<file path="src/rtl/demux_pkg.sv">
// Shared lane-count constants and lane index type for the 1-to-8 demux.
package demux_pkg;
    localparam int NUM_LANES = 8;
    localparam int SEL_W     = 3;

    typedef logic [SEL_W-1:0] lane_idx_t;
endpackage

</file>
<file path="src/rtl/one_to_eight_demux_if.sv">
// Data, control and collection-status bundle between a producer and the demux.
interface one_to_eight_demux_if #(
    parameter int WIDTH = 1
);
    import demux_pkg::*;

    logic [WIDTH-1:0]           in;
    logic                       in_valid;
    lane_idx_t                  sel;
    logic                       auto_mode;
    logic                       clear;
    logic [NUM_LANES*WIDTH-1:0] out;
    logic [NUM_LANES-1:0]       lane_valid;
    logic                       word_valid;
    lane_idx_t                  ptr;

    modport master (
        output in, in_valid, sel, auto_mode, clear,
        input  out, lane_valid, word_valid, ptr
    );

    modport slave (
        input  in, in_valid, sel, auto_mode, clear,
        output out, lane_valid, word_valid, ptr
    );
endinterface

</file>
<file path="src/rtl/one_to_eight_demux_sel_decoder.sv">
// Lane index to one-hot write enable, all zero when not enabled.
module sel_decoder
    import demux_pkg::*;
(
    input  lane_idx_t            idx,
    input  logic                 enable,
    output logic [NUM_LANES-1:0] onehot
);
    always_comb begin
        onehot = '0;
        if (enable) begin
            onehot[idx] = 1'b1;
        end
    end
endmodule

</file>
<file path="src/rtl/one_to_eight_demux.sv">
// Routes one input word per write into one of eight registered lanes and
// flags when all eight lanes of a word have been collected.
module one_to_eight_demux
    import demux_pkg::*;
#(
    parameter int WIDTH = 1
) (
    input logic                clk,
    input logic                rst_n,
    one_to_eight_demux_if.slave bus
);
    logic [NUM_LANES*WIDTH-1:0] out_q;
    logic [NUM_LANES-1:0]       lv_q;
    logic [NUM_LANES-1:0]       lv_next;
    logic [NUM_LANES-1:0]       we;
    logic                       wv_q;
    lane_idx_t                  ptr_q;
    lane_idx_t                  lane;
    logic                       mode_q;
    logic                       flush;
    logic                       wr;
    logic                       full;

    // A mode flip restarts collection exactly like an explicit clear.
    always_comb begin
        flush   = bus.clear | (bus.auto_mode != mode_q);
        wr      = bus.in_valid & ~flush;
        lane    = bus.auto_mode ? ptr_q : bus.sel;
        lv_next = lv_q | we;
        full    = wr & (&lv_next);
    end

    sel_decoder u_dec (
        .idx    (lane),
        .enable (wr),
        .onehot (we)
    );

    always_ff @(posedge clk) begin
        if (!rst_n) begin
            out_q <= '0;
        end else begin
            for (int k = 0; k < NUM_LANES; k++) begin
                if (we[k]) begin
                    out_q[k*WIDTH +: WIDTH] <= bus.in;
                end
            end
        end
    end

    always_ff @(posedge clk) begin
        if (!rst_n) begin
            lv_q   <= '0;
            wv_q   <= 1'b0;
            ptr_q  <= '0;
            mode_q <= 1'b0;
        end else begin
            mode_q <= bus.auto_mode;
            if (flush) begin
                lv_q  <= '0;
                wv_q  <= 1'b0;
                ptr_q <= '0;
            end else begin
                wv_q <= full;
                lv_q <= full ? '0 : lv_next;
                if (!bus.auto_mode) begin
                    ptr_q <= '0;
                end else if (wr) begin
                    ptr_q <= ptr_q + SEL_W'(1);
                end
            end
        end
    end

    assign bus.out        = out_q;
    assign bus.lane_valid = lv_q;
    assign bus.word_valid = wv_q;
    assign bus.ptr        = ptr_q;
endmodule

</file>
<file path="src/flat_wrapper.sv">
// flat-port wrapper written by rule: the top's interface ports become plain ports
module one_to_eight_demux_flat import demux_pkg::*;
#(
    parameter int WIDTH = 1
)
  (clk, rst_n, bus_in, bus_in_valid, bus_sel, bus_auto_mode, bus_clear, bus_out, bus_lane_valid, bus_word_valid, bus_ptr);
  one_to_eight_demux_if #(.WIDTH(WIDTH)) bus_i ();
  input logic clk;
  input logic rst_n;
  input wire logic [$bits(bus_i.in)-1:0] bus_in;
  input wire logic [$bits(bus_i.in_valid)-1:0] bus_in_valid;
  input wire logic [$bits(bus_i.sel)-1:0] bus_sel;
  input wire logic [$bits(bus_i.auto_mode)-1:0] bus_auto_mode;
  input wire logic [$bits(bus_i.clear)-1:0] bus_clear;
  output wire logic [$bits(bus_i.out)-1:0] bus_out;
  output wire logic [$bits(bus_i.lane_valid)-1:0] bus_lane_valid;
  output wire logic [$bits(bus_i.word_valid)-1:0] bus_word_valid;
  output wire logic [$bits(bus_i.ptr)-1:0] bus_ptr;
  assign bus_i.in = bus_in;
  assign bus_i.in_valid = bus_in_valid;
  assign bus_i.sel = bus_sel;
  assign bus_i.auto_mode = bus_auto_mode;
  assign bus_i.clear = bus_clear;
  assign bus_out = bus_i.out;
  assign bus_lane_valid = bus_i.lane_valid;
  assign bus_word_valid = bus_i.word_valid;
  assign bus_ptr = bus_i.ptr;
  one_to_eight_demux #(.WIDTH(WIDTH)) u_core (.clk(clk), .rst_n(rst_n), .bus(bus_i));
endmodule
</file>
<file path="config.mk">
export PLATFORM = sky130hd
export DESIGN_NAME = one_to_eight_demux_flat
export DESIGN_NICKNAME = d
export VERILOG_FILES = /design/src/rtl/demux_pkg.sv /design/src/rtl/one_to_eight_demux_if.sv /design/src/rtl/one_to_eight_demux_sel_decoder.sv /design/src/rtl/one_to_eight_demux.sv /design/src/flat_wrapper.sv
export SDC_FILE = /design/constraint.sdc
export NUM_CORES = 1
export LEC_CHECK = 0
export BUFFER_PORTS_ARGS = -buffer_cell sky130_fd_sc_hd__buf_2
export CAP_MARGIN = 5
export CORE_ASPECT_RATIO = 1.25
export CORE_UTILIZATION = 50
export CTS_BUF_LIST = sky130_fd_sc_hd__clkbuf_16
export DETAILED_ROUTE_END_ITERATION = 6
export PLACE_DENSITY = 0.79
export RECOVER_POWER = 100
export SLEW_MARGIN = 20
export SYNTH_ARGS = -nofsm -noshare
export SYNTH_HDL_FRONTEND = slang
export SYNTH_SLANG_ARGS = --single-unit
</file>
<file path="constraint.sdc">
create_clock -name clk -period 2.3 [get_ports clk]
set_input_delay 0.23 -clock clk [delete_from_list [all_inputs] [get_ports clk]]
set_output_delay 0.23 -clock clk [all_outputs]
set_load 0.01 [all_outputs]
</file>
# Yosys cells after proc, flatten, opt, wreduce, memory -nomap -nowiden
# Cells that the tools add are included.
[word_totals] regBits=21 inputBits=9 output_inout_bits=20 elab_cells=32
[classes] n_addsub=1 magnitude_cmp=2 n_eq_ne=1 muxes=4 bitwise=7 reduce_logical=5
[op_table] cell="two-way mux 8 bit" n=1
[op_table] cell="OR 8 bit" n=1
[op_table] cell="AND reduction 8 bit" n=1
[op_table] cell="OR reduction 3 bit" n=2
[op_table] cell="< comparator 3 x 4 -> 1 bit (second input constant)" n=1
[op_table] cell="adder 3 x 1 -> 3 bit (second input constant)" n=1
[op_table] cell="demux 1 bit (select 3 bit)" n=1
[op_table] cell="greater-or-equal comparator 3 x 1 -> 1 bit (second input constant)" n=1
[op_table] cell="two-way mux 3 bit" n=1
[op_table] cell="NOT 1 bit" n=3
[op_table] cell="AND 1 bit" n=2
[op_table] cell="OR reduction 2 bit" n=1
[op_table] cell="logical AND 1 bit" n=1
[op_table] cell="two-way mux 1 bit" n=1
[op_table] cell="inequality test 1 bit" n=1
[op_table] cell="OR 1 bit" n=1

# Depth between registers and ports, before layout
[logic_depth] ltp_word=10 mapped_depth=6 mapped_depth_nobuf=5

# By module
# A second synthesis with hierarchy kept.
[unflattened] cells_unflattened=94 area_unflattened_um2=1009.7
[by_module_without_submodules] module="one_to_eight_demux" n_inst=1 cells_each=86 area_each_um2=914.6 seq_area_each_um2=420.4
[by_module_without_submodules] module="sel_decoder" n_inst=1 cells_each=8 area_each_um2=95.1 seq_area_each_um2=0.0

# Least setup slack after synthesis
# Ideal clock, no wire load.
[synth_timing] path_type="register to register" start="register u_core.mode_q" end="register u_core.wv_q, in the netlist u_core.bus.word_valid" setup_ns=0.060 arrival_ns=1.863 required_ns=2.240 path_slack_ns=0.377 path_stages_with_launch=6 n_path_buf=0 synth_period_minus_slack_ns=1.923 cell_sequence="dfxtp_1 -> or3_4 -> a221oi_2 -> o22ai_1 -> nor4_4 -> and2_1"
[synth_between] elab_chain_len=8 word_cells_on_any_way=9 classes_between="1 x eq/ne; 1 x mux; 5 x bitwise; 2 x reduce/logical"
[synth_rtl] element="start: declaration" line_no="one_to_eight_demux.sv:19" text="logic mode_q;"
[synth_rtl] element="start signal: assignment" line_no="one_to_eight_demux.sv:58" text="mode_q <= bus.auto_mode;"
[synth_rtl] element="inequality test 1 bit *" line_no="one_to_eight_demux.sv:26" text="flush = bus.clear | (bus.auto_mode != mode_q);"
[synth_rtl] element="OR 1 bit *" line_no="one_to_eight_demux.sv:26"
[synth_rtl] element="NOT 1 bit" line_no="one_to_eight_demux.sv:27" text="wr = bus.in_valid & ~flush;"
[synth_rtl] element="AND 1 bit" line_no="one_to_eight_demux.sv:27"
[synth_rtl] element="two-way mux 8 bit" line_no="one_to_eight_demux_sel_decoder.sv:11" text="if (enable) begin"
[synth_rtl] element="OR 8 bit" line_no="one_to_eight_demux.sv:29" text="lv_next = lv_q | we;"
[synth_rtl] element="AND reduction 8 bit" line_no="one_to_eight_demux.sv:30" text="full = wr & (&lv_next);"
[synth_rtl] element="AND 1 bit" line_no="one_to_eight_demux.sv:30"
[synth_rtl] element="end signal: assignment" line_no="one_to_eight_demux.sv:64" text="wv_q <= full;"
[synth_rtl] element="end: declaration" line_no="one_to_eight_demux.sv:16" text="logic wv_q;"
# Mark *: on every way between the ends. The rest lies on a longest branch, timed or not.
# A chain may end at the register's enable or synchronous reset.

# Final worst setup path
# Ends and elaborated chain as after synthesis.

==> flow_summary_export.csv <==
group,metric,value,unit
pwr,leakagePower,0.4130,nW
yosys,ys_seq_area_share,41.69,%
critical_path,cp.arrival,2.32,ns
global_route,grt_usage,23.90,%
yosys,synthesis.nets,112,
timing,fin_skew,0.003352,ns
die,fp.coreArea,1829,sq um
routing,drt_iter0_drc,21,
clock_network,post_cts_buffers,0,
placed_design,dp_hpwl,1749,um
pwr,p_sw_share,20.65,%
critical_path,cp-end-kind,"flop",
die,die_area,2202,sq um
die,die_width,42.17,um
clock_network,cts_htree_levels,1,
yosys,synthSimpleGateAreaFrac,26.18,%
yosys,yosys_warnings,0,
critical_path,critPathMaxFanout,9,
final_layout,area_growth,21.46,%
clock_network,cts_max_path_buffers,2,
routing,vias,926,
routing,drtPass1Iterations,4,
timing,drv_slew,0,
routing,wl_per_cell,15.30,um
global_route,grt_max_degree,16,
global_route,gr-total-overflow,0,
routing,ant_nets,0,
die,core.rowCount,17,
final_layout,n_fill_cell,168,
critical_path,critPathTopFamily,"simple AND/OR/NAND/NOR gates",
pwr,seq_power_share,47.3,%
critical_path,path_class,"flop to flop",
timing,finalHoldViolations,0,
clock_network,cts.sinks,21,
yosys,yosys.area_share.adder,1.241,%
pwr,pwr-share-clk,45.9,%
global_route,grt_first_pass_wirelength,3926,um
die,start_util,55.13,%
pwr,power_frac_comb,6.7,%
clock_network,cts_root_buf,"clkbuf_16",
global_route,grt_pass1_vias,891,
critical_path,slowest_delay,0.53,ns
yosys,syn_avg_cell_area,9.887,sq um
timing,setup_viol,0,
global_route,antenna_found_initial,0,
yosys,synth-edff-count,0,
die,die_h,52.21,um
yosys,synthFlopType,"dfxtp_1",
clock_network,clk_pin_slew,0.05,ns
pwr,p_int,0.6180,mW
flow_run,maxCapViolCount,0,
critical_path,cpMaxStageDelayCell,"nor4_4",
routing,routed_wl,2325,um
clock_network,cts_buffers,3,
outcome,status,"finished, final reports clean",
yosys,synth-seq-cells,21,
timing,slew_headroom,47.38,%
clock_network,cts_resized,0,
final_layout,final_cell_mix,"22 x clkbuf_1, 21 x dfxtp_1, 10 x nor2_1, 8 x o21ai_0",
critical_path,worstSetupStartpointType,"flop",
yosys,synthXorXnorAreaFrac,2.605,%
yosys,yosys.cell_types.count,30,
yosys,synth_compound_area_share,19.48,%
critical_path,crit_buf_inv,0,
clock_network,cts_tree,"yes",
routing,drc,0,
timing,fin_setup_tns,0,ns
yosys,netlist_instances,102,
final_layout,final_area,1225,sq um
timing,fmaxAchievable,471.5,MHz
timing,holdWs,0.3139,ns
pwr,peakVddDrop,0.0004850,V
timing,period_needed,2.121,ns
critical_path,crit_chain,"or3_4, a221oi_2, o22ai_1, nor4_4, and2_1",
timing,rsz0062_at_grt,"false",
final_layout,seqCellArea,420.4,sq um
routing,via_per_inst,6.092,
placed_design,gp_congestion,0.8937,
pwr,powerDensity,635.8,nW/um^2
critical_path,worstPathRequired,2.50,ns
placed_design,port_buffers,28,
final_layout,diodes,0,
pwr,power.switching,0.1608,mW
final_layout,fin_nets,144,
final_layout,utilization,66.96,%
placed_design,post_dp_cell_area,1176,sq um
final_layout,final_common_cell,"clkbuf_1",
timing,worst_pin_slew,0.7876,ns
die,io_pins,29,
pwr,p_total,0.7788,mW
timing,fin_crit_sh,92.21,%
clock_network,clock_latency,0.25,ns
yosys,syn_area,1008,sq um
final_layout,drive_above_1_share,16.54,%
final_layout,multi_input_area,569.3,sq um
yosys,synth_top_family_by_area,"simple AND/OR/NAND/NOR gates",
yosys,muxShareOfSynthArea,6.948,%
min_path,hold_class,"primary input to flop",
clock_network,ctsHoldBuffers,0,
yosys,async_flop_share,0,%
-- cell families (layout without fill, tap and decap cells) --
kind of cell,count (synthesis),count (layout)
xor gates and xnor gates,3,3
muxes,7,7
and+or+nand+nor,42,42
DFF,21,21
adders and majority gates,1,1
AOI/OAI and AO/OA,24,24
buffers and inverters,4,35
-- layout make-up --
class                      count  area share [%]
multi-input combinational     77           46.48
timing repair buffer          31           10.83
tap                           19           1.941
clock inverter                 1          0.3064
clock buffer                   3           6.129
sequential                    21           34.32
-- synthesized netlist by cell type (all sizes together) (2+ instances only) --
cell type,count,area [sq um]
nand3,3,15.01
or3,2,17.52
nor2,10,37.54
or3b,4,37.54
mux2i,7,70.07
nor2b,7,43.79
nand3b,4,30.03
dfxtp,21,420.4
a221oi,7,98.85
nand2,5,18.77
xor2,2,17.52
clkbuf,3,11.26
and2,2,12.51
a21oi,3,15.01
o22ai,3,18.77
o21ai,8,40.04
nor3b,2,15.01
-- worst paths after layout --
kind                                        start               endpoint  slack, ns  cells after the start
worst max-delay path                u_core.mode_q  u_core.bus.word_valid       0.18                      5
worst min-delay path                       bus_in      u_core.bus.out[1]       0.31                      3
worst max register to register      u_core.mode_q  u_core.bus.word_valid       0.18                      5
worst min register to register  u_core.bus.out[1]      u_core.bus.out[1]       0.46                      2
-- per-layer routing --
metal	global-route usage (%)	vias to the layer above	wire, um	part of all wire, %
li1	-	440	-	-
met1	26.46	444	947	41
met2	42.56	35	1205	52
met3	3.793	7	116	5.0
met4	14.58	0	55	2.4
met5	0	-	0	0
-- power by group through the flow --
| stage | sequential, mW | combinational (mW) | clock [mW] |
|---|---|---|---|
| after floorplan | 0.377 | 0.0359 | 0 |
| after global placement | 0.376 | 0.0510 | 0 |
| after detailed placement | 0.377 | 0.0521 | 0 |
| after CTS | 0.369 | 0.0528 | 0.363 |
| after global routing | 0.369 | 0.0576 | 0.381 |
| final | 0.369 | 0.0524 | 0.358 |
-- registers in the layout, indices dropped and copies added, names as in the netlist --
name / cells
u_core.bus.lane_valid: 8
u_core.bus.out: 8
u_core.bus.ptr: 3
u_core.bus.word_valid: 1
u_core.mode_q: 1
-- worst reg2reg max path, stage by stage (launching register included) --
cell and delay (ns):
dfxtp_1 0.37, or3_4 0.43, a221oi_2 0.37, o22ai_1 0.18, nor4_4 0.53, and2_1 0.19
-- per-stage QoR --
stage,setup WS [ns],instances
3_5_place_dp,0.1108,148
5_1_grt,0.02827,152
2_1_floorplan,0.3771,102
6_report,0.1792,152
3_3_place_gp,0.1596,148
4_1_cts,0.1598,152
No activity file was read; power rests on OpenSTA's default activity.
